<file path="src/rtl/dual_issue_ctrl.sv">
// Two-lane ID-stage issue/hazard controller: pairs, splits or bubbles the decoded slots.
// Optional statistics counters are built when DUAL_ISSUE_STATS_EN is defined.
module dual_issue_ctrl #(
    parameter int REG_W = 5,
    parameter int CNT_W = 16
) (
    input  logic             clk,
    input  logic             rst_n,
    input  logic             id_valid_1,
    input  logic             id_valid_2,
    input  logic [REG_W-1:0] id_rs_1,
    input  logic [REG_W-1:0] id_rt_1,
    input  logic [REG_W-1:0] id_rs_2,
    input  logic [REG_W-1:0] id_rt_2,
    input  logic             id_uses_rt_1,
    input  logic             id_uses_rt_2,
    input  logic [REG_W-1:0] id_dest_1,
    input  logic [REG_W-1:0] id_dest_2,
    input  logic             id_wr_1,
    input  logic             id_wr_2,
    input  logic             id_mem_1,
    input  logic             id_mem_2,
    input  logic [REG_W-1:0] ex_dest_1,
    input  logic [REG_W-1:0] ex_dest_2,
    input  logic             ex_mem_rd_1,
    input  logic             ex_mem_rd_2,
    input  logic             flush,
    output logic             issue_1,
    output logic             issue_2,
    output logic             pc_hold,
    output logic             if_id_hold,
    output logic             split_pending
`ifdef DUAL_ISSUE_STATS_EN
    ,
    output logic [CNT_W-1:0] stall_cnt,
    output logic [CNT_W-1:0] split_cnt
`endif
);

    typedef enum logic {S_PAIR, S_SPLIT} state_t;

    state_t state_q, state_d;
    logic   hold;
    logic   lu_1, lu_2, dep;

    // Register 0 is hard-wired, so it never matches a producer.
    function automatic logic load_hit(input logic [REG_W-1:0] r,
                                      input logic [REG_W-1:0] d1, input logic m1,
                                      input logic [REG_W-1:0] d2, input logic m2);
        return (r != '0) && ((m1 && r == d1) || (m2 && r == d2));
    endfunction

    always_comb begin
        lu_1 = id_valid_1 &&
               (load_hit(id_rs_1, ex_dest_1, ex_mem_rd_1, ex_dest_2, ex_mem_rd_2) ||
                (id_uses_rt_1 && load_hit(id_rt_1, ex_dest_1, ex_mem_rd_1, ex_dest_2, ex_mem_rd_2)));
        lu_2 = id_valid_2 &&
               (load_hit(id_rs_2, ex_dest_1, ex_mem_rd_1, ex_dest_2, ex_mem_rd_2) ||
                (id_uses_rt_2 && load_hit(id_rt_2, ex_dest_1, ex_mem_rd_1, ex_dest_2, ex_mem_rd_2)));
        dep  = id_valid_1 && id_valid_2 &&
               ((id_wr_1 && id_dest_1 != '0 &&
                 (id_rs_2 == id_dest_1 || (id_uses_rt_2 && id_rt_2 == id_dest_1))) ||
                (id_mem_1 && id_mem_2) ||
                (id_wr_1 && id_wr_2 && id_dest_1 != '0 && id_dest_1 == id_dest_2));
    end

    always_comb begin
        issue_1 = 1'b0;
        issue_2 = 1'b0;
        hold    = 1'b0;
        state_d = state_q;
        if (!rst_n || flush) begin
            state_d = S_PAIR;
        end else begin
            case (state_q)
                S_PAIR: begin
                    if (lu_1 || lu_2) begin
                        hold = 1'b1;
                    end else if (dep) begin
                        issue_1 = 1'b1;
                        hold    = 1'b1;
                        state_d = S_SPLIT;
                    end else begin
                        issue_1 = id_valid_1;
                        issue_2 = id_valid_2;
                    end
                end
                S_SPLIT: begin
                    // Slot 1 left on the previous cycle; only slot 2 remains.
                    if (lu_2) begin
                        hold = 1'b1;
                    end else begin
                        issue_2 = id_valid_2;
                        state_d = S_PAIR;
                    end
                end
                default: state_d = S_PAIR;
            endcase
        end
    end

    assign pc_hold       = hold;
    assign if_id_hold    = hold;
    assign split_pending = rst_n && (state_q == S_SPLIT);

    always_ff @(posedge clk) begin
        if (!rst_n) state_q <= S_PAIR;
        else        state_q <= state_d;
    end

`ifdef DUAL_ISSUE_STATS_EN
    logic [CNT_W-1:0] stall_cnt_q, stall_cnt_d;
    logic [CNT_W-1:0] split_cnt_q, split_cnt_d;

    function automatic logic [CNT_W-1:0] sat_inc(input logic [CNT_W-1:0] v);
        return (&v) ? v : v + 1'b1;
    endfunction

    always_comb begin
        stall_cnt_d = stall_cnt_q;
        split_cnt_d = split_cnt_q;
        if (hold && !issue_1 && !issue_2)
            stall_cnt_d = sat_inc(stall_cnt_q);
        if (state_q == S_PAIR && state_d == S_SPLIT)
            split_cnt_d = sat_inc(split_cnt_q);
    end

    always_ff @(posedge clk) begin
        if (!rst_n) begin
            stall_cnt_q <= '0;
            split_cnt_q <= '0;
        end else begin
            stall_cnt_q <= stall_cnt_d;
            split_cnt_q <= split_cnt_d;
        end
    end

    assign stall_cnt = stall_cnt_q;
    assign split_cnt = split_cnt_q;
`else
    localparam int UNUSED_CNT_W = CNT_W;
`endif

endmodule

</file>
<file path="config.mk">
export PLATFORM = sky130hd
export DESIGN_NAME = dual_issue_ctrl
export DESIGN_NICKNAME = d
export VERILOG_FILES = /design/src/rtl/dual_issue_ctrl.sv
export SDC_FILE = /design/constraint.sdc
export NUM_CORES = 1
export LEC_CHECK = 0
export ABC_AREA = 0
export CAP_MARGIN = 25
export CORE_MARGIN = 5
export CORE_UTILIZATION = 37
export CTS_CLUSTER_SIZE = 24
export DETAILED_ROUTE_END_ITERATION = 8
export PLACE_DENSITY = 0.82
export SLEW_MARGIN = 20
export SYNTH_ARGS = -nofsm -noshare
export SYNTH_HDL_FRONTEND = slang
export SYNTH_SLANG_ARGS = --single-unit
</file>
<file path="constraint.sdc">
create_clock -name clk -period 2.1 [get_ports clk]
set_clock_uncertainty 0.2 [all_clocks]
set_input_delay 0.21 -clock clk [delete_from_list [all_inputs] [get_ports clk]]
set_output_delay 0.21 -clock clk [all_outputs]
set_load 0.03 [all_outputs]
</file>
==> results of run 1 <==
-- through the flow --
step	hold slack, ps	area (um2)
after floorplan	193.9	933.4
after global placement	313.5	1749
after detailed placement	345.3	1749
after CTS	347.0	1822
after global routing	357.4	1837
final	341.9	1837
-- cell type report --
class,instances,area (um2)
Timing Repair Buffer,94,759.5
Inverter,1,3.754
Fill cell,172,573.1
Sequential cell,1,20.02
Multi-Input combinational cell,113,1016
Tap cell,30,37.54
-- synth_stat cells --
cell      count
nor2_1        3
o22ai_2       1
nor2b_1       1
a211oi_1      1
o22ai_1       3
xor2_1        6
dfxtp_1       1
and3_1        1
a22o_2        1
nand2b_1      2
xnor2_1      49
o21ai_1       1
nor4b_2       1
nand4b_1      1
a21oi_1       2
nand4_1       9
nor4_1        2
o21ai_0       1
and2_1        1
a32oi_1       1
clkbuf_1     10
nor3_1        4
o41ai_2       1
or4_1         2
buf_4         1
o31ai_1       1
nand3_1       1
nand2_1      14
inv_1         1
o21a_1        2
a32o_2        1
-- kinds of logic (layout without fill, tap and decap cells) --
group	Yosys count	in the layout
compound gates	16	16
xor+xnor	55	55
buf+inv	12	95
flops	1	1
simple gates	42	42
-- worst reg2reg max path, cell delays in order (launching register included) --
cell and delay, ps:
dfxtp_1 300, nand2b_1 180, a211oi_2 220, o31ai_2 110
buf_4 140, buf_4 120, o41ai_2 250
-- routing by layer --
metal / wire length, um / vias up / global-route usage (%)
li1: - / 603 / -
met1: 1663 / 623 / 29.33
met2: 2478 / 57 / 43.68
met3: 237 / 8 / 1.089
met4: 104 / 0 / 3.883
met5: 0 / - / 0
-- worst paths after layout --
path,from,end,slack [ps],cells past startpoint
setup / recovery,id_rt_2[4],issue_2,-90,9
hold / removal,state_q,state_q,340,2
setup reg to reg,state_q,state_q,470,6
hold reg to reg,state_q,state_q,340,2
-- power groups by stage --
| stage | sequential [mW] | combinational, mW | clock (mW) |
|---|---|---|---|
| 6_report | 0.0197 | 0.384 | 0 |
| 2_1_floorplan | 0.0197 | 0.154 | 0 |
| 5_1_grt | 0.0197 | 0.404 | 0 |
| 4_1_cts | 0.0197 | 0.354 | 0 |
| 3_5_place_dp | 0.0197 | 0.353 | 0 |
| 3_3_place_gp | 0.0197 | 0.341 | 0 |
-- repair_timing --
item,4_1_cts,5_1_grt
pin swaps,25,46
endpoints found under the hold margin,0,0
setup buffers,2,0
endpoints found under the setup margin,5,5
resized for setup,89,67
==> flow_summary.yaml, run 1 <==
power_and_ir_drop:
  p_leak_nw: 0.8061
  power_density_mw_per_mm2: 220.0
  p_seq_share_pct: 4.9
  switchingPower_uw: 175.5
  pwr-share-comb_pct: 95.1
  peakVddDrop_mv: 0.1445
  power_uw: 404.0
  cellInternalPower_uw: 228.5
  clock_power_share_pct: 0
  p_sw_share_pct: 43.45
timing:
  setup_slack_ps: -87.24
  period_share_pct: 104.2
  slew_headroom_pct: 74.34
  maxSlewViolCount: 0
  rsz0062_at_grt: "yes"
  worst_slew_pin_slew_ps: 384.9
  min_period_ps: 2187
  setup_viol: 4
  setup_tns_ps: -245.8
  finalHoldViolations: 0
  fmax_mhz: 457.2
routing:
  drtAntennaViolNets: 0
  drc_errors: 0
  firstDrtPassIters: 4
  drt_iter0_markers: 30
  vias_per_cell: 5.402
  routedWlPerCell_um: 18.76
  vias: 1291
  drt-total-wl_um: 4483
clock_tree:
  worst_skew_pair.late_latency_ps: 0
  postCtsHoldBufs: 0
  clkSlewWorstSetupHoldPaths_ps: 0
setup_path:
  crit_path_start_kind: "input port"
  critPathKind: "in2out"
  cp_common_cell: "buf_4"
  cp.arrival_ps: 1780
  worst-path-buf-inv: 3
  worst_path_largest_cell_delay_ps: 270
  end_kind: "primary output"
  crit_required_ps: 1690
  crit_path_cell_trace: "buf_6, buf_4, xor2_1, nor4_2, and3_1, o31ai_2, o21a_1, nor4b_4, buf_4"
  crit_fanout: 2
  cp_slowest_cell: "o31ai_2"
  path_delay_family: "compound AO/OA/AOI/OAI gates"
synth:
  synthCells: 126
  yosys_warnings: 0
  synthSimpleGateAreaFrac_pct: 25.14
  synth_compound_area_share_pct: 14.09
  synth_xor_area_share_pct: 53.18
  synth_top_area_share_pct: 47.38
  synth_top_family_by_area: "XOR/XNOR gates"
  yosys.area.top_type: "xnor2_1"
  synth_nets: 179
  yosysSeqAreaShare_pct: 2.210
  synthAdderAreaFrac_pct: 0
  muxShareOfSynthArea_pct: 0
  syn_avg_cell_area_um2: 7.189
  synth-seq-cells: 1
  synthDistinctLibCells: 31
  yosys-top-cells-area: "xnor2_1, nand4_1, nand2_1"
  syn_area_um2: 905.9
layout:
  fin_nets: 264
  synthToLayoutAreaGrowth_pct: 102.8
  final_util_pct: 76.22
  layout_common_cells: "xnor2_1, buf_4, clkbuf_2, buf_6, nand2_1"
  final_common_cell: "xnor2_1"
  largest_reg_flops: 1
  regMostFlops: "state_q"
  antenna_cells: 0
  largestRegisters: "state_q: 1 flops"
  stdcell_count: 239
  drive_gt1_share_pct: 47.37
placement:
  place.gp.congestion: 0.9417
  dpl.cell_count: 237
  portBuffers: 57
  dp_hpwl_um: 3214
  dp_slack_ps: -479.3
floorplan:
  io_pins: 58
  die_h_um: 59.48
  core-area_mm2: 0.002410
  die-area_mm2: 0.003538
  initial_utilization_pct: 37.59
  row_count: 18
  die_w_um: 59.48
global_routing:
  grt_use_total_pct: 23.33
  antenna_found_initial: 0
  grt-ovfl-total: 0
  grt_pass1_vias: 1325
  grt_pass1_wl_um: 6341
  grt_max_degree: 5
status:
  status: "finished with violations"
  violations: "negative setup slack"
flow_run:
  drv_cap: 0
worst_hold_path:
  hp-class: "reg2reg"
No activity file was read; power rests on OpenSTA's default activity.
==> run 2, diff against run 1 <==
--- a/config.mk
+++ b/config.mk
@@ -8,10 +8,10 @@
 export ABC_AREA = 0
 export CAP_MARGIN = 25
 export CORE_MARGIN = 5
-export CORE_UTILIZATION = 37
+export CORE_UTILIZATION = 33
 export CTS_CLUSTER_SIZE = 24
 export DETAILED_ROUTE_END_ITERATION = 8
-export PLACE_DENSITY = 0.82
+export PLACE_DENSITY = 0.77
 export SLEW_MARGIN = 20
 export SYNTH_ARGS = -nofsm -noshare
 export SYNTH_HDL_FRONTEND = slang
==> constraint.sdc (replaced) <==
create_clock -name clk -period 1.8 [get_ports clk]
set_clock_uncertainty 0.2 [all_clocks]
set_input_delay 0.18 -clock clk [delete_from_list [all_inputs] [get_ports clk]]
set_output_delay 0.18 -clock clk [all_outputs]
set_load 0.03 [all_outputs]
==> run 2 against run 1 <==
Effect of this change: critical endpoint unchanged; final area increased by 3.1%; critical path type unchanged; first-iteration DRC count decreased by 33%; core utilization decreased by 5.7 points; sequential power increased by 17%; sequential cell count unchanged; the run still ends with negative setup slack left.
==> flow_summary.yaml, run 2 (synthesis results as in run 1) <==
routing:
  drt-total-wl_um: 3682
  vias: 1198
  drtAntennaViolNets: 0
  drt_iter0_markers: 20
  drc_errors: 0
  vias_per_cell: 4.950
  routedWlPerCell_um: 15.21
  firstDrtPassIters: 4
layout:
  regMostFlops: "state_q"
  synthToLayoutAreaGrowth_pct: 109.0
  layout_common_cells: "buf_4, xnor2_1, xnor2_2, buf_2, clkbuf_2"
  final_util_pct: 70.47
  num-fill-cells: 225
  drive_gt1_share_pct: 56.87
  finalInstanceArea_mm2: 0.001893
  fin_nets: 266
  final_common_cell: "buf_4"
  largestRegisters: "state_q: 1 flops"
  antenna_cells: 0
  largest_reg_flops: 1
setup_path:
  critPathKind: "in2out"
  worst-path-buf-inv: 2
  crit_fanout: 3
  crit_path_cell_trace: "buf_8, or4_4, o21ai_2, a211oi_2, o31ai_2, o21a_1, nor4b_4, buf_6"
  path_delay_family: "simple AND/OR/NAND/NOR gates"
  crit_required_ps: 1420
  rr_startpoint: "state_q"
  cp.arrival_ps: 1700
  end_kind: "primary output"
  crit_path_start_kind: "input port"
  cp_slowest_cell: "or4_4"
  worst_path_largest_cell_delay_ps: 520
  startpoint: "id_dest_1[3]"
timing:
  maxSlewViolCount: 0
  finalHoldViolations: 0
  period_share_pct: 115.7
  setup_viol: 5
  rsz0062_at_grt: "yes"
  worst_slew_pin_slew_ps: 252.8
  fmax_mhz: 480.2
  setup_slack_ps: -282.4
  min_period_ps: 2082
  slew_headroom_pct: 83.14
global_routing:
  antenna_found_initial: 0
  grt_pass1_vias: 1272
  grt-ovfl-total: 0
  grt_pass1_wl_um: 5940
  met1_usage_pct: 23.22
  grt_busiest_layer: "met2"
  grt_max_degree: 5
  met3_usage_pct: 0.8993
  grt_use_met2_pct: 33.29
  grt_use_total_pct: 17.76
placement:
  place.gp.congestion: 0.8570
  dp_hpwl_um: 3033
  portBuffers: 57
  placed_area_mm2: 0.001765
status:
  status: "finished with violations"
  violations: "negative setup slack"
floorplan:
  die_h_um: 62.40
  core-area_mm2: 0.002686
  initial_utilization_pct: 33.72
  io_pins: 58
  die_w_um: 62.40
  die-area_mm2: 0.003893
  row_count: 19
power_and_ir_drop:
  switchingPower_uw: 192.3
  p_leak_nw: 0.8446
  power_density_mw_per_mm2: 247.6
  pwr-share-comb_pct: 95.1
  cellInternalPower_uw: 276.4
  peakVddDrop_mv: 0.1836
  p_seq_share_pct: 4.9
  p_sw_share_pct: 41.03
  clock_power_share_pct: 0
clock_tree:
  clkSlewWorstSetupHoldPaths_ps: 0
  postCtsHoldBufs: 0
  worst_skew_pair.late_latency_ps: 0
worst_hold_path:
  min_from: "state_q"
  hp-class: "reg2reg"
flow_run:
  drv_cap: 0
-- run 2: cell types whose count changed in the layout (fill, tap and decap cells not counted), sizes merged --
cell,before,now
buf,50,65
clkbuf,21,14
dlymetal6s2s,6,3
clkdlybuf4s15,1,0
clkdlybuf4s50,9,8
dlygate4sd2,7,6
-- run 2: final timing paths --
| path | cells past startpoint | to | slack (ps) |
|---|---|---|---|
| setup / recovery | 8 | issue_2 | -280 |
| setup reg to reg | 5 | state_q | 240 |
| hold / removal | 2 | state_q | 380 |
| hold reg to reg | 2 | state_q | 380 |
-- run 2: power groups by stage --
stage                     Clock [mW]  Combinational (mW)  Sequential, mW
after floorplan                    0               0.185          0.0230
after global placement             0               0.403          0.0230
after detailed placement           0               0.410          0.0230
after CTS                          0               0.414          0.0230
after global routing               0               0.478          0.0230
final                              0               0.446          0.0230
-- run 2: layout make-up --
class	count	area, um2	area share, %
multi-input cells	113	1095	57.83
repair buffers	96	735.7	38.86
well taps	31	38.79	2.049
flip-flops and latches	1	20.02	1.057
inverters	1	3.754	0.1983
-- run 2: through the flow --
step                hold WS [ps]  total power [mW]  setup WS [ps]  std cells  setup TNS [ps]
global route               394.5            0.5014         -344.5        242           -1269
global placement           308.8            0.4260         -688.7        239           -3233
finish                     381.3            0.4687         -282.4        242           -1020
floorplan                  163.9            0.2075         -216.3        126          -510.4
detailed placement         334.5            0.4332         -695.8        239           -3308
CTS                        334.5            0.4371         -334.7        243           -1295
-- run 2: worst min-delay path, delay by kind of cell, from the launching register on --
family / cells / cell delay (ps)
flip-flops: 1 / 290
AND/OR/NAND/NOR: 1 / 150
AO/OA/AOI/OAI: 1 / 90
-- run 2: what timing repair did --
item                                    in CTS  in global routing
setup buffers                                4                  3
pin swaps                                   40                 40
endpoints found under the setup margin       5                  5
gates cloned                                 0                  0
resized for setup                          123                 68
-- run 2: layer usage --
| metal | share of wire (%) | up-vias |
|---|---|---|
| met5 | 0 | - |
| met4 | 0 | 0 |
| met3 | 6.7 | 0 |
| met2 | 53 | 39 |
| met1 | 40 | 550 |
| li1 | - | 609 |
